<file path="src/rtl/svnet_skid_pipe_pkg.sv">
// ============================================================================
// Module   : svnet_pkg
// Brief    : Shared types for the svnet skid pipeline.
// Revision : 1.0
// ============================================================================
`default_nettype none

package svnet_pkg;

    // Bit 0 mirrors M.valid, bit 1 mirrors S.valid.
    typedef enum logic [1:0] {
        SKID_EMPTY = 2'b00,
        SKID_BUSY  = 2'b01,
        SKID_FULL  = 2'b11
    } skid_state_t;

endpackage

`default_nettype wire

</file>
<file path="src/rtl/svnet_skid_stage.sv">
// ============================================================================
// Module   : svnet_skid_stage
// Brief    : One ready/valid skid stage (main + skid register), all outputs from flops.
// Revision : 1.0
// ============================================================================
`default_nettype none

module svnet_skid_stage #(
    parameter int               WIDTH = 8,
    parameter logic [WIDTH-1:0] INIT  = '0
) (
    input  logic             clk,
    input  logic             rst_n,
    input  logic             in_valid,
    input  logic [WIDTH-1:0] in_data,
    output logic             in_ready,
    output logic             out_valid,
    output logic [WIDTH-1:0] out_data,
    input  logic             out_ready
);
    import svnet_pkg::*;

    skid_state_t      r_state;
    skid_state_t      w_state_nxt;
    logic [WIDTH-1:0] r_m_data;
    logic [WIDTH-1:0] r_s_data;
    logic [WIDTH-1:0] w_m_nxt;
    logic [WIDTH-1:0] w_s_nxt;
    logic             r_in_ready;
    logic             w_acc_in;
    logic             w_acc_out;
    logic             w_s_load;

    assign w_acc_in  = in_valid & r_in_ready;
    assign w_acc_out = r_state[0] & out_ready;

    always_comb begin
        w_state_nxt = r_state;
        w_m_nxt     = r_m_data;
        w_s_nxt     = r_s_data;
        w_s_load    = 1'b0;
        case (r_state)
            SKID_EMPTY: begin
                if (w_acc_in) begin
                    w_state_nxt = SKID_BUSY;
                    w_m_nxt     = in_data;
                end
            end
            SKID_BUSY: begin
                if (w_acc_in && w_acc_out) begin
                    w_m_nxt = in_data;
                end else if (w_acc_in) begin
                    w_state_nxt = SKID_FULL;
                    w_s_nxt     = in_data;
                    w_s_load    = 1'b1;
                end else if (w_acc_out) begin
                    w_state_nxt = SKID_EMPTY;
                end
            end
            SKID_FULL: begin
                // in_ready is low here, so only the drain case exists.
                if (w_acc_out) begin
                    w_state_nxt = SKID_BUSY;
                    w_m_nxt     = r_s_data;
                end
            end
            default: w_state_nxt = SKID_EMPTY;
        endcase
    end

    always_ff @(posedge clk) begin
        if (!rst_n) begin
            r_state    <= SKID_EMPTY;
            r_m_data   <= INIT;
            r_s_data   <= INIT;
            r_in_ready <= 1'b0;
        end else begin
            r_state    <= w_state_nxt;
            r_m_data   <= w_m_nxt;
            r_s_data   <= w_s_nxt;
            r_in_ready <= (w_state_nxt != SKID_FULL);
        end
    end

    assign in_ready  = r_in_ready;
    assign out_valid = r_state[0];
    assign out_data  = r_m_data;

`ifndef SYNTHESIS
    logic             r_chk_stall;
    logic [WIDTH-1:0] r_chk_data;

    always_ff @(posedge clk) begin
        r_chk_stall <= rst_n & out_valid & ~out_ready;
        r_chk_data  <= out_data;
        if (r_chk_stall) begin
            assert (out_valid && (out_data == r_chk_data))
                else $error("svnet_skid_stage: output changed while stalled");
        end
        if (rst_n) begin
            assert (!(w_s_load && r_state[1]))
                else $error("svnet_skid_stage: skid register overwritten");
        end
    end
`endif

endmodule

`default_nettype wire

</file>
<file path="src/rtl/svnet_skid_pipe.sv">
// ============================================================================
// Module   : svnet_skid_pipe
// Brief    : DEPTH cascaded skid stages; DEPTH=0 degenerates to a wire passthrough.
// Revision : 1.0
// ============================================================================
`default_nettype none

module svnet_skid_pipe #(
    parameter int               WIDTH = 8,
    parameter int               DEPTH = 1,
    parameter logic [WIDTH-1:0] INIT  = '0
) (
    input  logic             clk,
    input  logic             rst_n,
    input  logic             in_valid,
    input  logic [WIDTH-1:0] in_data,
    output logic             in_ready,
    output logic             out_valid,
    output logic [WIDTH-1:0] out_data,
    input  logic             out_ready
);
    import svnet_pkg::*;

    generate
        if (DEPTH == 0) begin : g_passthru
            assign out_valid = in_valid;
            assign out_data  = in_data;
            assign in_ready  = out_ready;
        end else begin : g_chain
            logic             w_valid [0:DEPTH];
            logic [WIDTH-1:0] w_data  [0:DEPTH];
            logic             w_ready [0:DEPTH];

            assign w_valid[0]     = in_valid;
            assign w_data[0]      = in_data;
            assign in_ready       = w_ready[0];
            assign out_valid      = w_valid[DEPTH];
            assign out_data       = w_data[DEPTH];
            assign w_ready[DEPTH] = out_ready;

            for (genvar k = 0; k < DEPTH; k++) begin : g_stage
                svnet_skid_stage #(
                    .WIDTH (WIDTH),
                    .INIT  (INIT)
                ) u_stage (
                    .clk       (clk),
                    .rst_n     (rst_n),
                    .in_valid  (w_valid[k]),
                    .in_data   (w_data[k]),
                    .in_ready  (w_ready[k]),
                    .out_valid (w_valid[k+1]),
                    .out_data  (w_data[k+1]),
                    .out_ready (w_ready[k+1])
                );
            end
        end
    endgenerate

endmodule

`default_nettype wire

</file>
<file path="config.mk">
export PLATFORM = sky130hd
export DESIGN_NAME = svnet_skid_pipe
export DESIGN_NICKNAME = d
export VERILOG_FILES = /design/src/rtl/svnet_skid_pipe_pkg.sv /design/src/rtl/svnet_skid_stage.sv /design/src/rtl/svnet_skid_pipe.sv
export SDC_FILE = /design/constraint.sdc
export NUM_CORES = 1
export LEC_CHECK = 0
export BUFFER_PORTS_ARGS = -buffer_cell sky130_fd_sc_hd__buf_2
export CAP_MARGIN = 25
export CORE_UTILIZATION = 45
export CTS_BUF_LIST = sky130_fd_sc_hd__clkbuf_16
export DETAILED_ROUTE_END_ITERATION = 7
export GPL_TIMING_DRIVEN = 0
export PLACE_DENSITY = 0.7
export SLEW_MARGIN = 20
export SYNTH_ARGS = -nofsm -noshare
export SYNTH_HDL_FRONTEND = slang
export SYNTH_SLANG_ARGS = --single-unit
</file>
<file path="constraint.sdc">
create_clock -name clk -period 1.15 [get_ports clk]
set_input_delay 0.23 -clock clk [delete_from_list [all_inputs] [get_ports clk]]
set_output_delay 0.23 -clock clk [all_outputs]
set_load 0.01 [all_outputs]
</file>
==> results of run 1 <==
## power breakdown
group          total (W)  switching, W  internal [W]  leakage [nW]
clock network   0.000713      0.000247      0.000466        0.0409
logic           0.000231      0.000124      0.000106         0.302
registers       0.000702     0.0000179      0.000684         0.157
## cells in the mapped netlist (all sizes together)
cell,n
nand2b,2
and3b,1
o21ai,9
inv,2
and3,2
dfxtp,19
a31oi,8
nand2,9
nand3b,1
a21oi,10
buf,7
nand3,16
a21o,1
and2b,1
clkbuf,3
a311oi,8
## cell type report
type | instances | area [um2]
Tap cell | 25 | 31.3
Multi-Input combinational cell | 68 | 470
Fill cell | 136 | 594
Timing Repair Buffer | 30 | 176
Clock buffer | 3 | 75.1
Buffer | 5 | 33.8
Sequential cell | 19 | 389
Inverter | 2 | 7.51
Clock inverter | 1 | 5.00
## critical path, stage by stage (launching register included)
cell	delay, ns
dfxtp_4	0.36
a21o_1	0.16
and3_4	0.19
buf_4	0.14
a311oi_2	0.19
## metal layers
layer | track usage | wire length (um)
met1 | 0.290 | 956
met2 | 0.383 | 1200
met3 | 0.0471 | 137
met4 | 0.106 | 34
met5 | 0 | 0
## cells by family (layout without fill, tap and decap cells)
kind of cell / Yosys count / count (layout)
compound gates: 36 / 36
buf+inv: 12 / 41
flops: 19 / 19
simple gates: 32 / 32
## final timing paths
kind | slack [ns] | endpoint | cells after the start
worst min register to register | 0.48 | g_chain.g_stage[0].u_stage.r_s_data[3] | 2
worst max-delay path | 0.02 | g_chain.g_stage[0].u_stage.out_data[5] | 4
worst min-delay path | 0.23 | g_chain.g_stage[0].u_stage.r_state[1] | 2
worst max register to register | 0.02 | g_chain.g_stage[0].u_stage.out_data[5] | 4
## what timing repair did
action / CTS / global route
pin swaps: 2 / 3
setup endpoints to repair: 16 / 9
setup buffers: 7 / 2
resized for setup: 5 / 12
## per-stage QoR
| stage | total power, W | setup WS, ns | utilization | instance area (um2) | setup TNS, ns |
|---|---|---|---|---|---|
| 4_1_cts | 0.00164 | -0.0422 | 0.651 | 1160 | -0.140 |
| 2_1_floorplan | 0.000846 | 0.0105 | - | 898 | 0 |
| 6_report | 0.00165 | 0.0162 | 0.667 | 1190 | 0 |
| 3_5_place_dp | 0.000920 | -0.119 | 0.580 | 1030 | -0.960 |
| 5_1_grt | 0.00170 | -0.0139 | 0.667 | 1190 | -0.0209 |
| 3_3_place_gp | 0.000914 | -0.0973 | 0.580 | 1030 | -0.672 |
## sequential cells by signal (all words and copies together) (netlist names)
signal                            count
g_chain.g_stage.u_stage.out_data      8
g_chain.g_stage.u_stage.r_s_data      8
g_chain.g_stage.u_stage.r_state       2
g_chain.g_stage.u_stage.in_ready      1
==> impl_metrics.csv, run 1 <==
group,metric,value,unit
status,status,"finished clean",
min_path,holdCritStartpoint,"rst_n",
drt,wirelength,2330,um
drt,drt_pass1_iterations,4,
critical_path,reg2reg_from,"g_chain.g_stage[0].u_stage.r_state[1]",
min_path,min_path_type,"in2reg",
yosys,synth_compound_gate_area_share,0.307,
drt,wl_per_cell,15.2,um
final_layout,diodes,0,
clock_tree,cts_buffers,3,
global_routing,grt_max_degree,12,
yosys,yosys.area_share.simple,0.188,
floorplanning,die_w,46.5,um
yosys,ys_ff_latch,19,
final_layout,drive_gt1_frac,0.438,
floorplanning,start_util,0.499,
critical_path,endpoint_kind,"register",
clock_tree,cts.sinks,19,
final_layout,fin_cells,153,
sta,rsz0062_at_grt,"true",
final_layout,final_common_cell,"buf_2",
critical_path,required,1.31,ns
sta,whs,0.229,ns
sta,setup_viol,0,
yosys,yosys.area_share.adder,0,
critical_path,crit_start,"g_chain.g_stage[0].u_stage.r_state[1]",
floorplanning,dieArea,2160,um2
critical_path,cp.arrival,1.30,ns
critical_path,critPathKind,"reg2reg",
final_layout,layout.nets,141,
yosys,netlist_area,890,um2
sta,slew_viol_final,0,
yosys,syn-num-nets,111,
clock_tree,cts_tree,"built",
critical_path,cp_max_fo,8,
place,portBuffers,21,
place,hpwl,1570,um
clock_tree,clockBufferDepth,2,
clock_tree,insertion_delay,0.25,ns
final_layout,area_delta_synth_final,33.6,%
yosys,synth_seq_area_share,0.428,
drt,first_iter_violations,51,
sta,period_share,0.986,
yosys,yosys_warnings,0,
power_and_ir_drop,ir_drop,0.825,mV
sta,slew_headroom,0.726,
floorplanning,fp.coreArea,1780,um2
global_routing,grt_pass1_wl,3490,um
power_and_ir_drop,powerDensity,1380,nW/um2
clock_tree,root_buffer,"clkbuf_16",
yosys,yosysUniqueCellTypes,21,
clock_tree,cts_htree_levels,1,
final_layout,mostFrequentLayoutCells,"21 x buf_2, 16 x nand3_1, 16 x dfxtp_1",
clock_tree,cts.clk_slew.worst_paths,0.05,ns
place,dpl.cell_count,145,
sta,fin_crit,1.13,ns
drt,num_vias,895,
floorplanning,die_h,46.5,um
yosys,synth_top_family_by_area,"compound AO/OA/AOI/OAI gates",
yosys,synth_area_leaders,"dfxtp_1 43%, a311oi_2 14%, nand3_1 9.0%, a21oi_1 5.6%, a31oi_1 5.6%",
yosys,syn_area_per_cell,8.99,um2
sta,hold_viol,0,
sta,final.setup_skew,0.00213,ns
global_routing,first_global_vias,798,
floorplanning,rows,15,
critical_path,cp-start-kind,"register",
floorplanning,ioPinCount,22,
drt,via_per_inst,5.85,
sta,tightest_slew,0.412,ns
yosys,yosysTopAreaCellShare,0.428,
yosys,yosysTopAreaCell,"dfxtp_1",
place,place_congestion,0.764,
yosys,muxShareOfSynthArea,0,
power_and_ir_drop,total_leakage_power,0.500,nW
drt,drc,0,
clock_tree,ctsHoldBuffers,0,
global_routing,grt_antenna_before_repair,0,
sta,max_freq,882,MHz
global_routing,track_usage,0.234,
yosys,synth_xor_area_frac,0,
drt,ant_nets,0,
global_routing,overflow,0,
run,cap_viol_max_count,0,
yosys,synth_cells,99,
(Power assumes the default switching activity.)
==> inputs of run 2 (changes only) <==
--- a/config.mk
+++ b/config.mk
@@ -7,7 +7,9 @@
 export LEC_CHECK = 0
 export BUFFER_PORTS_ARGS = -buffer_cell sky130_fd_sc_hd__buf_2
 export CAP_MARGIN = 25
-export CORE_UTILIZATION = 45
+export CELL_PAD_IN_SITES_DETAIL_PLACEMENT = 1
+export CELL_PAD_IN_SITES_GLOBAL_PLACEMENT = 2
+export CORE_UTILIZATION = 27
 export CTS_BUF_LIST = sky130_fd_sc_hd__clkbuf_16
 export DETAILED_ROUTE_END_ITERATION = 7
 export GPL_TIMING_DRIVEN = 0
==> run 2 against run 1 <==
  * Maximum frequency grew 3.0%
  * Non-clock buffer count shrank 6
  * Combinational power shrank 6%
  * Worst hold slack gained 0.0072 ns
  * Clock skew grew 0.0011 ns
  * Sequential cell count is the same
  * First-iteration DRC count shrank 59%
  * Sequential power is essentially flat
  * Critical path type unchanged
  * Largest power group unchanged
==> impl_metrics.csv, run 2 (same netlist as run 1, synthesis figures left out) <==
group,metric,value,unit
drt,wirelength,2450,um
global_routing,first_global_vias,845,
clock_tree,cts_buffers,3,
global_routing,grt_antenna_before_repair,0,
drt,ant_nets,0,
critical_path,cp-start-kind,"register",
drt,drc,0,
clock_tree,clockBufferDepth,2,
global_routing,track_usage,0.159,
sta,max_freq,909,MHz
final_layout,area_delta_synth_final,31.4,%
clock_tree,cts.sinks,19,
drt,wl_per_cell,14.8,um
final_layout,mostFrequentLayoutCells,"21 x buf_2, 16 x nand3_1, 16 x dfxtp_1",
sta,rsz0062_at_grt,"true",
floorplanning,dieArea,3530,um2
drt,drt_pass1_iterations,4,
sta,fin_setup_tns,0,ns
global_routing,overflow,0,
clock_tree,insertion_delay,0.25,ns
clock_tree,root_buffer,"clkbuf_16",
critical_path,cp_max_fo,10,
floorplanning,die_w,59.4,um
drt,num_vias,823,
drt,via_per_inst,4.96,
sta,fin_crit,1.10,ns
sta,hold_viol,0,
run,cap_viol_max_count,0,
floorplanning,rows,20,
power_and_ir_drop,powerDensity,1400,nW/um2
global_routing,grt_pass1_wl,4040,um
drt,first_iter_violations,21,
power_and_ir_drop,total_power,0.00163,W
min_path,min_path_type,"in2reg",
power_and_ir_drop,total_leakage_power,0.470,nW
critical_path,required,1.32,ns
sta,tightest_slew,0.425,ns
sta,worst_slack,0.0494,ns
floorplanning,fp.coreArea,3080,um2
place,place_congestion,0.711,
final_layout,final_common_cell,"buf_2",
critical_path,critPathKind,"reg2reg",
clock_tree,cts_tree,"built",
place,pre_cts_ws,-0.134,ns
floorplanning,ioPinCount,22,
place,hpwl,1800,um
final_layout,drive_gt1_frac,0.402,
final_layout,diodes,0,
floorplanning,die_h,59.4,um
sta,setup_viol,0,
sta,period_share,0.957,
sta,slew_viol_final,0,
sta,final.setup_skew,0.00321,ns
sta,slew_headroom,0.717,
power_and_ir_drop,ir_drop,0.661,mV
critical_path,endpoint_kind,"register",
global_routing,grt_max_degree,11,
status,status,"finished clean",
final_layout,layout.nets,135,
floorplanning,start_util,0.289,
clock_tree,cts_htree_levels,1,
place,portBuffers,21,
clock_tree,cts.clk_slew.worst_paths,0.06,ns
critical_path,cp.arrival,1.27,ns
[run 2: changes by cell type in the layout (fill, tap and decap cells not counted), sizes merged]
cell | previous run | this run
clkinv | 1 | 0
inv | 2 | 3
clkbuf | 4 | 5
buf | 34 | 27
[run 2: area by class of cell]
class,instances,area (um2)
clock buffer,3,75.1
buffer,6,56.3
inverter,2,7.51
sequential,19,387
clock inverter,1,3.75
tap,44,55.1
multi-input combinational,68,464
timing repair buffer,23,120
fill,379,1910
[run 2: worst paths after layout]
| check | start | endpoint | slack (ns) | cells after the start |
|---|---|---|---|---|
| max | g_chain.g_stage[0].u_stage.r_state[0] | g_chain.g_stage[0].u_stage.out_data[7] | 0.05 | 5 |
| min | rst_n | g_chain.g_stage[0].u_stage.r_state[1] | 0.24 | 2 |
| max reg2reg | g_chain.g_stage[0].u_stage.r_state[0] | g_chain.g_stage[0].u_stage.out_data[7] | 0.05 | 5 |
| min reg2reg | g_chain.g_stage[0].u_stage.r_s_data[6] | g_chain.g_stage[0].u_stage.r_s_data[6] | 0.49 | 2 |
[run 2: metrics by stage]
| stage | area [um2] | instances | util | hold slack (ns) |
|---|---|---|---|---|
| floorplan | 898 | 99 | - | 0.376 |
| global placement | 1060 | 164 | 0.344 | 0.466 |
| detailed placement | 1060 | 164 | 0.344 | 0.476 |
| CTS | 1140 | 166 | 0.370 | 0.236 |
| global route | 1170 | 166 | 0.380 | 0.231 |
| finish | 1170 | 166 | 0.380 | 0.236 |
[run 2: power by group]
part / switching (W) / internal, W
clock: 0.000253 / 0.000463
combinational: 0.000122 / 0.0000951
sequential: 0.0000161 / 0.000685
[run 2: what timing repair did]
item,in CTS,in global routing
resized for setup,6,10
hold buffers,0,0
buffers inserted,2,0
setup endpoints to repair,16,16
pin swaps,2,2
[run 2: routing by layer]
layer | track usage | part of all wire
met5 | 0 | 0
met4 | 0.0612 | 0.012
met3 | 0.0393 | 0.040
met2 | 0.263 | 0.49
met1 | 0.197 | 0.46
[run 2: worst max-delay path: stages, from the launching register on]
cell and delay (ns):
dfxtp_2 0.34, nand2b_1 0.09, buf_6 0.14, buf_8 0.14
a31oi_1 0.09, a311oi_2 0.23
